File: src/rtl/door_step_prescaler.sv
// Step prescaler: produces one tick on the PRESCALE-th consecutive enabled edge on which the
// plant is driven in the same direction. A restart makes the current edge count as the first.
module door_step_prescaler #(
    parameter int unsigned PRESCALE = 4
) (
    input  logic clk,
    input  logic rst_n,
    input  logic ena_i,
    input  logic run_i,      // count this edge
    input  logic clr_i,      // synchronous clear, wins over run
    input  logic restart_i,  // direction change: discard count, this edge is the first
    output logic tick_o
);

    localparam int unsigned CntW = (PRESCALE > 1) ? $clog2(PRESCALE) : 1;
    localparam logic [CntW-1:0] CntLast = CntW'(PRESCALE - 1);

    logic [CntW-1:0] cnt_q;
    logic [CntW-1:0] cnt_d;
    logic [CntW-1:0] cnt_base;

    // Next count and tick; a restart behaves as if the count had been cleared beforehand.
    always_comb begin
        cnt_base = restart_i ? '0 : cnt_q;
        tick_o   = run_i && !clr_i && (cnt_base == CntLast);
        cnt_d    = cnt_q;
        if (clr_i) begin
            cnt_d = '0;
        end else if (run_i) begin
            cnt_d = tick_o ? '0 : cnt_base + CntW'(1);
        end
    end

    // Count register; holds whenever the block is disabled.
    always_ff @(posedge clk or negedge rst_n) begin
        if (!rst_n) begin
            cnt_q <= '0;
        end else if (ena_i) begin
            cnt_q <= cnt_d;
        end
    end

endmodule

File: config.mk
export PLATFORM = sky130hd
export DESIGN_NAME = door_step_prescaler
export DESIGN_NICKNAME = d
export VERILOG_FILES = /design/src/rtl/door_step_prescaler.sv
export SDC_FILE = /design/constraint.sdc
export NUM_CORES = 1
export LEC_CHECK = 0
export CORE_AREA = 2 2 39 41
export DETAILED_ROUTE_END_ITERATION = 12
export DIE_AREA = 0 0 41 43
export GPL_ROUTABILITY_DRIVEN = 0
export PLACE_DENSITY = 0.33
export RECOVER_POWER = 100
export SKIP_LAST_GASP = 1
export SLEW_MARGIN = 5
export SYNTH_ARGS = -nofsm -noshare
export SYNTH_HDL_FRONTEND = slang
export SYNTH_SLANG_ARGS = --single-unit
File: constraint.sdc
create_clock -name clk -period 2.1 [get_ports clk]
set_input_delay 0.525 -clock clk [delete_from_list [all_inputs] [get_ports clk]]
set_output_delay 0.525 -clock clk [all_outputs]
set_load 0.02 [all_outputs]
==> impl_metrics.csv <==
group,metric,value,unit
run_status,outcome,"finished clean",
synth,synth.mux.area_fraction,0,%
synth,synth-seq-cells,2,
layout,largest-register,"cnt_q",
worst_setup_path,startpoint_type,"input port",
layout,antenna_cells,0,
layout,mostFrequentLayoutCells,"clkbuf_4, dfrtp_1, clkdlybuf4s50_1, dlygate4sd3_1, buf_4",
global_route,antenna_found_initial,0,
timing,max_freq,0.511,GHz
route,drtIter0Drc,0,
clocking,postCtsSetupRepairBufs,0,
layout,final_common_cell,"clkbuf_4",
route,antenna_left,0,
pwr,ir_drop,0.202,mV
min_path,hp-class,"in2async",
global_route,grt_max_degree,6,
flow_run,maxCapViolCount,0,
layout,drive_gt1_share,32.0,%
clocking,numClockSinks,2,
clocking,clk_path_buf_depth,2,
worst_setup_path,crit_fanout,2,
clocking,clk_pin_slew,0.03,ns
worst_setup_path,required,1.57,ns
synth,synth_fa_ha_area_share,9.17,%
synth,synth_cells,13,
timing,slew_headroom,81.8,%
clocking,hold_buffers,0,
route,via_per_inst,3.71,
clocking,htree_num_levels,1,
synth,synth_cell_types,11,
synth,yosysSeqAreaShare,36.7,%
synth,synth_top_family_by_area,"simple AND/OR/NAND/NOR gates",
layout,area.growth.synth_to_final,86.2,%
timing,tightest_slew,0.273,ns
timing,finalHoldViolations,0,
synth,syn_area,136,um^2
clocking,cts_tree,"yes",
pwr,switching_share,22.6,%
clocking,clk_latency,0.22,ns
pwr,leakage,0.111,nW
pwr,p_switching,0.0365,mW
global_route,grt_pass1_wl,586,um
worst_setup_path,worstPathArrival,1.43,ns
layout,stdcell_area,254,um^2
layout,fin_util,18.4,%
clocking,ctsResizeCount,6,
synth,avgSynthCellArea,10.5,um^2
global_route,gr-total-overflow,0,
synth,synth_compound_area_share,15.6,%
route,num_vias,152,
route,wirelength,376,um
layout,fin_nets,34,
timing,period_share,93.1,%
layout,top_regs,"cnt_q: 2 flops",
die,die_y,43,um
pwr,p_clk_share,53.2,%
timing,rsz0062_at_grt,"no",
die,core,0.00138,mm^2
pwr,intPower,0.125,mW
die,die_area,0.00176,mm^2
route,first_pass_iters,1,
synth,yosys_warnings,0,
die,rows,14,
worst_setup_path,end_kind,"output port",
clocking,cts_buffers,3,
pwr,finalPower,0.161,mW
pwr,seq_power_share,28.8,%
pwr,p_per_area,636,mW/mm^2
timing,slew_viol_final,0,
placement,placed_area,239,um^2
route,post_drt_wl_per_cell,9.17,um
die,die_w,41,um
clocking,root_buffer,"clkbuf_4",
die,io_pins,7,
synth,synth_xor_area_share,0,%
die,initial_core_util,9.86,%
global_route,grtUsageTotal,5.42,%
timing,setup_viol,0,
global_route,grt_pass1_vias,157,
timing,min_period,1.96,ns
pwr,combPwrFrac,18.0,%
timing,finClkSkew,0.00127,ns
placement,port_buffers,6,
synth,synth_nets,20,
worst_setup_path,path_class,"in2out",
synth,yosys.area_share.simple,38.5,%
layout,largest_reg_flops,2,
route,drc,0,
timing,holdWs,0.532,ns
==> layout make-up <==
cell class	instances	area, um^2
Fill cell	152	1130
Multi-Input combinational cell	11	88.8
Timing Repair Buffer	9	72.6
Sequential cell	2	50.0
Clock buffer	3	22.5
Tap cell	16	20.0
==> worst max-delay path, cell delays in order <==
cell and delay [ns]:
dlygate4sd3_1 0.55, and3b_2 0.21, clkbuf_2 0.15
==> power groups by stage <==
stage | logic (mW) | registers [mW] | clock network (mW)
2_1_floorplan | 0.0112 | 0.0456 | 0
3_3_place_gp | 0.0308 | 0.0469 | 0
3_5_place_dp | 0.0307 | 0.0468 | 0
4_1_cts | 0.0311 | 0.0464 | 0.0931
5_1_grt | 0.0315 | 0.0468 | 0.101
6_report | 0.0291 | 0.0465 | 0.0859
==> stage by stage <==
stage	setup WS (ns)	setup TNS [ns]	cells
floorplan	0.530	0	13
global placement	-0.481	-0.481	38
detailed placement	-0.483	-0.483	38
CTS	0.175	0	41
global route	0.111	0	41
finish	0.145	0	41
==> logic make-up after synthesis <==
group,after synthesis
flip-flops,2
adder cells (fa/ha/maj),1
AND/OR/NAND/NOR,7
AO/OA/AOI/OAI,3
==> synth_stat cells (all sizes together) <==
cell type | number | area, um^2
a21oi | 1 | 5.00
a221oi | 1 | 8.76
and2 | 1 | 6.26
and3b | 1 | 10.0
dfrtp | 2 | 50.1
ha | 1 | 12.5
nand2b | 1 | 6.26
nand4b | 1 | 8.76
nor2b | 2 | 12.5
o211ai | 1 | 7.51
or3b | 1 | 8.76
==> final timing paths <==
check | startpoint | to | slack [ns] | cells after the start
max | run_i | tick_o | 0.14 | 3
min | rst_n | cnt_q[0] | 0.53 | 1
max reg2reg | cnt_q[0] | cnt_q[1] | 0.91 | 4
min reg2reg | cnt_q[1] | cnt_q[1] | 0.55 | 2
max in group asynchronous | rst_n | cnt_q[1] | 1.45 | 1
min in group clk | cnt_q[1] | cnt_q[1] | 0.55 | 2
==> metal layers <==
layer	vias up	routed length, um	part of all wire [%]	track usage, %
met4	0	0	0	8.00
met2	7	164	44	5.94
met3	0	44	12	2.09
met5	-	0	0	0
li1	74	-	-	-
met1	71	167	44	6.11
Power figures use the tool's default switching activity.
